<file path="config.mk">
export PLATFORM = sky130hd
export DESIGN_NAME = even_run_monitor
export DESIGN_NICKNAME = d
export VERILOG_FILES = /design/src/rtl/even_run_monitor.sv
export SDC_FILE = /design/constraint.sdc
export NUM_CORES = 1
export LEC_CHECK = 0
export CAP_MARGIN = 20
export CORE_MARGIN = 3
export CORE_UTILIZATION = 45
export CTS_BUF_LIST = sky130_fd_sc_hd__clkbuf_8
export DETAILED_ROUTE_END_ITERATION = 12
export HOLD_SLACK_MARGIN = 0.15
export PLACE_DENSITY = 0.71
export SYNTH_ARGS = -nofsm -noshare
export SYNTH_HDL_FRONTEND = slang
export SYNTH_SLANG_ARGS = --single-unit
</file>
<file path="constraint.sdc">
create_clock -name clk -period 2.2 [get_ports clk]
set_input_delay 0.22 -clock clk [delete_from_list [all_inputs] [get_ports clk]]
set_output_delay 0.22 -clock clk [all_outputs]
set_load 0.01 [all_outputs]
</file>
<file path="src/rtl/even_run_monitor.sv">
// even_run_monitor
//   Watches the registered parity flag from the even/odd classifier and keeps
//   saturating even/odd sample counts plus the length of the current
//   same-parity run. Pulses streak_hit when an even run first reaches RUN_LEN
//   and sets a sticky alarm at the same time.
//
// Parameters
//   CNT_W   width of even_count, odd_count and run_len (saturate at 2^CNT_W-1)
//   RUN_LEN even-run length that fires streak_hit (1 .. 2^CNT_W-1)
//
// Ports
//   clk          system clock, rising edge
//   reset        asynchronous active-low reset
//   sample_valid isEven carries a new sample this cycle
//   isEven       parity of the sample (1 = even)
//   clear        synchronous clear of counts, run and alarm (drops any sample)
//   even_count   saturating count of accepted even samples
//   odd_count    saturating count of accepted odd samples
//   run_len      saturating length of the current same-parity run
//   run_is_even  current run is even
//   streak_hit   one-cycle pulse when an even run first reaches RUN_LEN
//   alarm        sticky flag, set with streak_hit
module even_run_monitor #(
    parameter int unsigned CNT_W   = 8,
    parameter int unsigned RUN_LEN = 4
) (
    input  logic             clk,
    input  logic             reset,
    input  logic             sample_valid,
    input  logic             isEven,
    input  logic             clear,
    output logic [CNT_W-1:0] even_count,
    output logic [CNT_W-1:0] odd_count,
    output logic [CNT_W-1:0] run_len,
    output logic             run_is_even,
    output logic             streak_hit,
    output logic             alarm
);

    typedef enum logic [1:0] {
        IDLE     = 2'd0,
        EVEN_RUN = 2'd1,
        ODD_RUN  = 2'd2
    } state_t;

    localparam logic [CNT_W-1:0] ONE       = CNT_W'(1);
    localparam logic [CNT_W-1:0] RUN_LEN_C = CNT_W'(RUN_LEN);

    state_t           r_state;
    logic [CNT_W-1:0] r_even_cnt;
    logic [CNT_W-1:0] r_odd_cnt;
    logic [CNT_W-1:0] r_run_len;
    logic             r_streak_hit;
    logic             r_alarm;

    state_t           w_state_nxt;
    logic [CNT_W-1:0] w_even_nxt;
    logic [CNT_W-1:0] w_odd_nxt;
    logic [CNT_W-1:0] w_run_nxt;
    logic             w_hit_nxt;
    logic             w_alarm_nxt;
    logic             w_at_target;

    // True when the run already sits at RUN_LEN in EVEN_RUN; a saturated run
    // that stays at RUN_LEN must not fire again.
    assign w_at_target = (r_state == EVEN_RUN) && (r_run_len == RUN_LEN_C);

    always_comb begin
        w_state_nxt = r_state;
        w_even_nxt  = r_even_cnt;
        w_odd_nxt   = r_odd_cnt;
        w_run_nxt   = r_run_len;
        w_hit_nxt   = 1'b0;
        w_alarm_nxt = r_alarm;

        if (clear) begin
            w_state_nxt = IDLE;
            w_even_nxt  = '0;
            w_odd_nxt   = '0;
            w_run_nxt   = '0;
            w_alarm_nxt = 1'b0;
        end else if (sample_valid) begin
            if (isEven) begin
                w_even_nxt = (r_even_cnt == '1) ? r_even_cnt : r_even_cnt + ONE;
            end else begin
                w_odd_nxt = (r_odd_cnt == '1) ? r_odd_cnt : r_odd_cnt + ONE;
            end

            case (r_state)
                IDLE: begin
                    w_state_nxt = isEven ? EVEN_RUN : ODD_RUN;
                    w_run_nxt   = ONE;
                end
                EVEN_RUN: begin
                    if (isEven) begin
                        w_run_nxt = (r_run_len == '1) ? r_run_len : r_run_len + ONE;
                    end else begin
                        w_state_nxt = ODD_RUN;
                        w_run_nxt   = ONE;
                    end
                end
                ODD_RUN: begin
                    if (!isEven) begin
                        w_run_nxt = (r_run_len == '1) ? r_run_len : r_run_len + ONE;
                    end else begin
                        w_state_nxt = EVEN_RUN;
                        w_run_nxt   = ONE;
                    end
                end
                default: begin
                    w_state_nxt = IDLE;
                    w_run_nxt   = '0;
                end
            endcase

            if ((w_state_nxt == EVEN_RUN) && (w_run_nxt == RUN_LEN_C) && !w_at_target) begin
                w_hit_nxt   = 1'b1;
                w_alarm_nxt = 1'b1;
            end
        end
    end

    always_ff @(posedge clk or negedge reset) begin
        if (!reset) begin
            r_state      <= IDLE;
            r_even_cnt   <= '0;
            r_odd_cnt    <= '0;
            r_run_len    <= '0;
            r_streak_hit <= 1'b0;
            r_alarm      <= 1'b0;
        end else begin
            r_state      <= w_state_nxt;
            r_even_cnt   <= w_even_nxt;
            r_odd_cnt    <= w_odd_nxt;
            r_run_len    <= w_run_nxt;
            r_streak_hit <= w_hit_nxt;
            r_alarm      <= w_alarm_nxt;
        end
    end

    assign even_count  = r_even_cnt;
    assign odd_count   = r_odd_cnt;
    assign run_len     = r_run_len;
    assign run_is_even = (r_state == EVEN_RUN);
    assign streak_hit  = r_streak_hit;
    assign alarm       = r_alarm;

endmodule

</file>
# Word level (Yosys, flattened, before mapping)
# Index checks and enable logic that the tools add are counted.
# word_totals
ff_bits,28
input_bits,5
output_inout_bits,27
wordCells,61
# op_classes
n_addsub,3
n_eq_ne,11
muxes,30
reduce_logical,11
# op_table
operator,n
$mux W8,15
$add A8 B1 Y8 const B,3
$eq A8 B8 Y1 const B,3
$pmux W8 S3,1
$eq A8 B3 Y1 const B,2
$mux W2,7
$mux W1,6
$pmux W2 S3,1
$reduce_and A3 Y1,2
$reduce_bool A2 Y1,3
$eq A2 B1 Y1 const B,2
$ne A2 B2 Y1 const B,2
$logic_and A1 B1 Y1,3
$eq A2 B2 Y1 const B,1
$logic_not A2 Y1,1
$ne A2 B1 Y1 const B,1
$reduce_and A2 Y1,1
$logic_not A1 Y1,1

# Longest topological paths before layout
# Gate-level depths: netlist (run 1).
# depth
ltp_word,12
depth_mapped,7
mapped_depth_nobuf,7

# Worst setup path before layout (run 1)
# Ideal clock, no wire load.
# synth_timing
kind,flip-flop to flip-flop
start,reg r_run_len[1] (netlist: run_len[1])
end,reg r_alarm (netlist: alarm)
setup_ns,0.095
arrival_ns,1.836
t_required_ns,2.105
setup_slack_ns,0.269
path_stages_with_launch,8
n_path_buf,1
period_less_slack_ns,1.931
path_cell_list,dfrtp_1 -> ha_1 -> and3_1 -> buf_4 -> a21boi_1 -> a2111oi_2 -> nand3_2 -> o32ai_2
# synth_via
elab_chain_len,11
word_cells_on_any_way,16
cone_classes,add/sub: 1; eq/ne: 3; mux: 6; reduce/logical: 6
# synth_rtl
item,line,rtl
start: declaration,52,logic [CNT_W-1:0] r_run_len;
start signal: assignment,135,r_run_len <= w_run_nxt;
$add A8 B1 Y8 or $eq A8 B8 Y1 (tied branches),"96, 104",
$mux W8,"96, 104",
"$mux W8, on equally long branches","103, 95",
$pmux W8 S3,89,case (r_state)
$mux W8,82,end else if (sample_valid) begin
$mux W8,76,if (clear) begin
$eq A8 B3 Y1,116,if ((w_state_nxt == EVEN_RUN) && (w_run_nxt == RUN_LEN_C) && !w_at_target) begin
$logic_and A1 B1 Y1,116,
$logic_and A1 B1 Y1 (*),116,
$reduce_bool A2 Y1 (no line) (*),--,
$reduce_and A2 Y1 (no line) (*),--,
end signal: assignment,137,r_alarm <= w_alarm_nxt;
end: declaration,54,logic r_alarm;
# Mark *: on every way between the ends. The rest lies on a longest branch, timed or not. The select of a mux whose other input is x is not followed.
# A chain may end at the register's enable or synchronous reset.

# Final worst setup path (run 1)
# layout_timing
start,reg r_run_len[0] (netlist: run_len[0])
end,reg r_alarm (netlist: alarm)
# Same word-level chain as after synthesis.

==> impl_metrics.toml, run 1 <==
[drt]
antenna_left = 0
drc = 0
avgRoutedWirePerCell_um = 15.47
dr_total_vias = 1504
dr.pass1.iters = 4
drt_iter0_markers = 203
wirelength_mm = 3.975
vias_per_cell = 5.852

[critical_path]
cp_slowest_cell = "dfrtp_1"
critPathLaunchType = "flip-flop"
path_class = "flip-flop to flip-flop"
crit_path_max_fanout = 8
worstSetupEndpointType = "flip-flop"
crit_required_ps = 2360
worstPathArrival_ps = 2150
slowest_delay_ps = 480
crit_family = "compound AO/OA/AOI/OAI gates"
crit_buf_inv = 1
crit_chain = "ha_1 > buf_4 > nand3_1 > o21ai_1 > nand2_1 > a311oi_1 > o32ai_2"

[timing]
min_period_over_period_pct = 90.79
drv_slew = 0
worstMarginPinSlew_ps = 666.2
max_freq_mhz = 500.7
fin_skew_ps = 2.438
rsz0062_at_grt = "false"
final_hold_viol_count = 0
finalSetupTns_ps = 0
period_needed_ps = 1997
slew_headroom_pct = 55.29
setup_viol = 0

[logic_synthesis]
synth-edff-count = 0
async_flop_share_pct = 100.0
ys.flop_type = "dfrtp_1"
ys_ff_latch = 28
netlist_area_um2 = 1660
ys_types = 47
synthTopCellsByArea = "dfrtp_1 42%, nor2_1 4.7%, xnor2_1 3.2%"
synth_largest_area_cell = "dfrtp_1"
synthCells = 179
synth.most_common_cell = "dfrtp_1"
synth_warnings = 0
synth_commonest_cells = "28 x dfrtp_1, 21 x nor2_1, 13 x nand2_1"
synth_nets = 188
ys_seq_area_share_pct = 42.20
synth_area_per_cell_um2 = 9.276
synth_top_area_share_pct = 42.20

[power_and_ir_drop]
power.leakage_nw = 0.8309
power_frac_seq_pct = 50.9
power.switching_mw = 0.2466
clockPowerShare_pct = 38.4
combPwrFrac_pct = 10.8
swShare_pct = 23.19
power_density_nw_per_um2 = 508.4
ir_worst_vdd_uv = 253.3
p_int_mw = 0.8170
power.total_mw = 1.064

[placed_design]
place_congestion = 0.9508
dp_hpwl_mm = 2.912
io_buffers = 31

[hold_path]
hold_class = "input port to asynchronous set/reset pin"

[die]
start_util_pct = 48.24
core_area_um2 = 3442
die_area_um2 = 4454
die_w_um = 66.74
fp.dieH_um = 66.74
io_pins = 32
rows = 21

[grt]
grt_pass1_vias = 1466
overflow = 0
grt_max_degree = 33
grt_usage_pct = 19.72
grt_pass1_wl_mm = 6.755
antenna_found_initial = 0

[clocking]
cts_htree_levels = 1
numClockSinks = 28
cts-root-buf = "clkbuf_8"
cts_buffers = 3
cts_buffer_depth = 2
clock_latency_ps = 280
path_clk_slew_ps = 90
cts_tree = "done"

[final_layout]
finalNetCount = 221
diodes = 0
drive_gt1_share_pct = 9.953
syn_to_final_growth_pct = 26.00

[job]
maxCapViolCount = 0

[run_status]
status = "finished, final reports clean"
## final cells by class
class | instances | area [um2]
clock buffers | 3 | 41.29
inverters | 6 | 22.52
multi-input cells | 136 | 883.3
repair buffers | 37 | 355.3
well taps | 46 | 57.56
flip-flops and latches | 28 | 701.9
clock inverters | 1 | 30.03
fillers | 307 | 1350
## worst paths after layout
path / startpoint / end / slack [ps] / depth (start not counted)
max: run_len[0]$_DFFE_PN0P_ / alarm$_DFFE_PN0P_ / 200 / 7
max reg2reg: run_len[0]$_DFFE_PN0P_ / alarm$_DFFE_PN0P_ / 200 / 7
max in group asynchronous: reset / run_len[1]$_DFFE_PN0P_ / 1610 / 2
min reg2reg: even_count[6]$_DFFE_PN0P_ / even_count[6]$_DFFE_PN0P_ / 560 / 1
min: reset / run_len[1]$_DFFE_PN0P_ / 310 / 2
min in group clk: even_count[6]$_DFFE_PN0P_ / even_count[6]$_DFFE_PN0P_ / 560 / 1
## cell families after synthesis
kind of cell	count (synthesis)	share of synthesized area [%]
compound gates	45	19.74
xor+xnor	12	6.330
fa+ha+maj	4	3.014
buf+inv	15	4.672
flops	28	42.20
mux	1	0.6029
simple gates	74	23.44
## worst reg2reg max path, stage by stage, from the launching register on
cell and delay [ps]:
dfrtp_1 480, ha_1 250, buf_4 150, nand3_1 100, o21ai_1 200, nand2_1 80, a311oi_1 460, o32ai_2 150
## registers in the layout, indices dropped and copies added (netlist names)
signal / flops
even_count: 8
alarm: 1
r_state: 2
run_len: 8
odd_count: 8
streak_hit: 1
## metrics by stage
step | area [um2] | setup slack [ps] | util (%) | cells | hold slack (ps)
3_5_place_dp | 2018 | 152.7 | 58.63 | 253 | 540.0
2_1_floorplan | 1660 | 268.9 | - | 179 | -75.59
3_3_place_gp | 2018 | 186.1 | 58.63 | 253 | 534.9
6_report | 2092 | 202.6 | 60.78 | 257 | 306.8
4_1_cts | 2090 | 114.0 | 60.71 | 257 | 313.5
5_1_grt | 2092 | 43.69 | 60.78 | 257 | 336.8
## routing by layer
layer / global-route usage [%] / routed length (um) / vias up
li1: - / - / 720
met1: 25.45 / 1780 / 730
met2: 33.29 / 1934 / 49
met3: 4.047 / 222 / 5
met4: 5.330 / 38 / 0
met5: 0 / 0 / -
## layout by cell type, fill, tap and decap left out, types with 2 or more instances in the layout
| cell type | netlist | layout |
|---|---|---|
| dfrtp_1 | 28 | 27 |
| xor2_1 | 6 | 6 |
| nand4_1 | 5 | 5 |
| nor3_1 | 8 | 8 |
| a311oi_1 | 2 | 2 |
| inv_1 | 6 | 6 |
| a31oi_1 | 4 | 4 |
| o32ai_2 | 2 | 2 |
| o21a_1 | 2 | 2 |
| a211oi_1 | 3 | 3 |
| o21ai_0 | 6 | 6 |
| nor2b_1 | 2 | 2 |
| o2111ai_1 | 3 | 3 |
| nand3_1 | 8 | 8 |
| and3_1 | 3 | 2 |
| clkdlybuf4s50_1 | 0 | 31 |
| a21o_1 | 2 | 2 |
| buf_4 | 1 | 6 |
| nand2_1 | 13 | 13 |
| a21oi_1 | 9 | 9 |
| ha_1 | 4 | 4 |
| nor2_1 | 21 | 21 |
| xnor2_1 | 6 | 6 |
| a31o_2 | 2 | 2 |
| clkbuf_8 | 0 | 3 |
| or3_1 | 2 | 2 |
| o21ai_1 | 2 | 2 |
| and4_1 | 3 | 3 |
## power by group through the flow
stage | sequential [mW] | combinational (mW) | clock (mW)
6_report | 0.541 | 0.115 | 0.408
5_1_grt | 0.543 | 0.127 | 0.445
4_1_cts | 0.540 | 0.116 | 0.420
3_5_place_dp | 0.551 | 0.115 | 0
3_3_place_gp | 0.550 | 0.112 | 0
2_1_floorplan | 0.550 | 0.0573 | 0
## what timing repair did
item	in CTS	in global routing
buffers inserted	0	0
endpoints found under the setup margin	0	3
gates resized for setup	0	2
hold buffers	0	0
Power figures use the tool's default switching activity.
==> inputs of run 2 (changes only) <==
Settings changed: CORE_ASPECT_RATIO set to 1.4, PLACE_DENSITY 0.71 to 0.74.
Clock period 2.2 ns to 1.7 ns, I/O delays scaled along.
==> impl_metrics.toml, run 2 (synthesis results as in run 1) <==
[critical_path]
path_class = "flip-flop to flip-flop"
critPathLaunchType = "flip-flop"
crit_family = "simple AND/OR/NAND/NOR gates"
slowest_delay_ps = 430
worstSetupEndpointType = "flip-flop"
rrSetupSlack_ps = -30
crit_buf_inv = 0
crit_required_ps = 1900
cp_slowest_cell = "dfrtp_2"
crit_path_max_fanout = 9
crit_chain = "ha_4 > and3_4 > nand2_2 > a31o_2 > or3_1 > a21oi_1"
worstPathArrival_ps = 1930

[drt]
dr.pass1.iters = 4
dr_wl_met3_um = 163
highest_layer = "met4"
wirelength_mm = 4.534
antenna_left = 0
met2_length_mm = 2.367
dr_total_vias = 1591
avgRoutedWirePerCell_um = 16.61
vias_per_cell = 5.828
m1WireLength_mm = 1.980
drt_iter0_markers = 46
drc = 0

[grt]
overflow = 0
grt_max_degree = 33
grt_pass1_wl_mm = 7.783
grt_pass1_vias = 1654
grt_usage_pct = 21.56
antenna_found_initial = 0

[timing]
setup_viol = 2
max_freq_mhz = 576.7
slew_headroom_pct = 75.22
period_needed_ps = 1734
drv_slew = 0
fin_ws_ps = -34.08
rsz0062_at_grt = "true"
final_hold_viol_count = 0
fin_skew_ps = 4.261
min_period_over_period_pct = 102.0
worstMarginPinSlew_ps = 371.7
finalSetupTns_ps = -48.30

[power_and_ir_drop]
power.switching_mw = 0.3492
power_frac_seq_pct = 48.0
clockPowerShare_pct = 37.6
ir_worst_vdd_uv = 530.4
power_density_nw_per_um2 = 609.7
swShare_pct = 24.27
power.leakage_nw = 0.9638
combPwrFrac_pct = 14.5
p_int_mw = 1.090

[die]
rows = 25
core_area_um2 = 3472
die_area_um2 = 4465
start_util_pct = 47.82
fp.dieH_um = 77.87
io_pins = 32
die_w_um = 57.34

[clocking]
cts_buffer_depth = 2
cts_htree_levels = 1
hold_buffers = 0
clock_latency_ps = 280
path_clk_slew_ps = 100
cts_buffers = 3
cts_tree = "done"
cts-root-buf = "clkbuf_8"
numClockSinks = 28

[final_layout]
drive_gt1_share_pct = 25.75
final_common_cell = "clkdlybuf4s50_1"
layout_common_cells = "30 x clkdlybuf4s50_1, 27 x buf_4, 22 x dfrtp_1"
syn_to_final_growth_pct = 42.12
finalNetCount = 243
utilization_pct = 67.96
diodes = 0
fin_area_um2 = 2360

[placed_design]
io_buffers = 31
place_congestion = 0.9574
dp_hpwl_mm = 3.211
placed_cell_area_um2 = 2206
place_ws_ps = -247.5

[run_status]
violations = "negative setup slack"
status = "finished, violations left"

[job]
maxCapViolCount = 0

[hold_path]
hold_class = "input port to asynchronous set/reset pin"
[run 2: worst paths after layout]
check,start,cells past startpoint,endpoint
worst max register to register,run_len[1]$_DFFE_PN0P_,6,run_len[5]$_DFFE_PN0P_
worst max-delay path,run_len[1]$_DFFE_PN0P_,6,run_len[5]$_DFFE_PN0P_
max in group asynchronous,reset,2,run_len[6]$_DFFE_PN0P_
worst min-delay path,reset,2,run_len[4]$_DFFE_PN0P_
min in group clk,alarm$_DFFE_PN0P_,2,alarm$_DFFE_PN0P_
worst min register to register,alarm$_DFFE_PN0P_,2,alarm$_DFFE_PN0P_
[run 2: repair_timing]
| item | 4_1_cts | 5_1_grt |
|---|---|---|
| endpoints found under the setup margin | 7 | 11 |
| gates resized for setup | 8 | 10 |
| pin swaps | 4 | 4 |
| cloned | 0 | 0 |
| buffers inserted | 0 | 1 |
[run 2: through the flow]
| step | std cells | power [mW] | hold WS [ps] |
|---|---|---|---|
| 5_1_grt | 273 | 1.499 | 279.5 |
| 2_1_floorplan | 179 | 0.7902 | -125.6 |
| 6_report | 273 | 1.439 | 248.5 |
| 4_1_cts | 272 | 1.436 | 267.6 |
| 3_3_place_gp | 268 | 0.8927 | 532.0 |
| 3_5_place_dp | 268 | 0.8990 | 532.6 |
[run 2: metal layers]
layer / GRT usage [%] / vias to the layer above
li1: - / 764
met1: 27.00 / 780
met2: 37.41 / 43
met3: 3.328 / 4
met5: 0 / -
met4: 6.729 / 0
[run 2: power by group through the flow]
stage	clock (mW)	sequential [mW]	combinational, mW
after detailed placement	0	0.703	0.196
after floorplan	0	0.713	0.0770
after global routing	0.581	0.692	0.226
after global placement	0	0.702	0.191
after CTS	0.542	0.690	0.204
final	0.540	0.690	0.208
[run 2: worst reg2reg max path, delay by kind of cell, from the launching register on]
kind | cells | cell delay [ps]
AOI/OAI and AO/OA | 2 | 410
DFF | 1 | 430
adders and majority gates | 1 | 160
and+or+nand+nor | 3 | 650
[run 2: layout make-up]
cell class	instances	area [um2]
clock buffers	3	41.29
inverters	6	22.52
repair buffers	59	526.8
fillers	273	1112
multi-input cells	136	980.9
clock inverters	1	30.03
flip-flops and latches	28	708.2
well taps	40	50.05
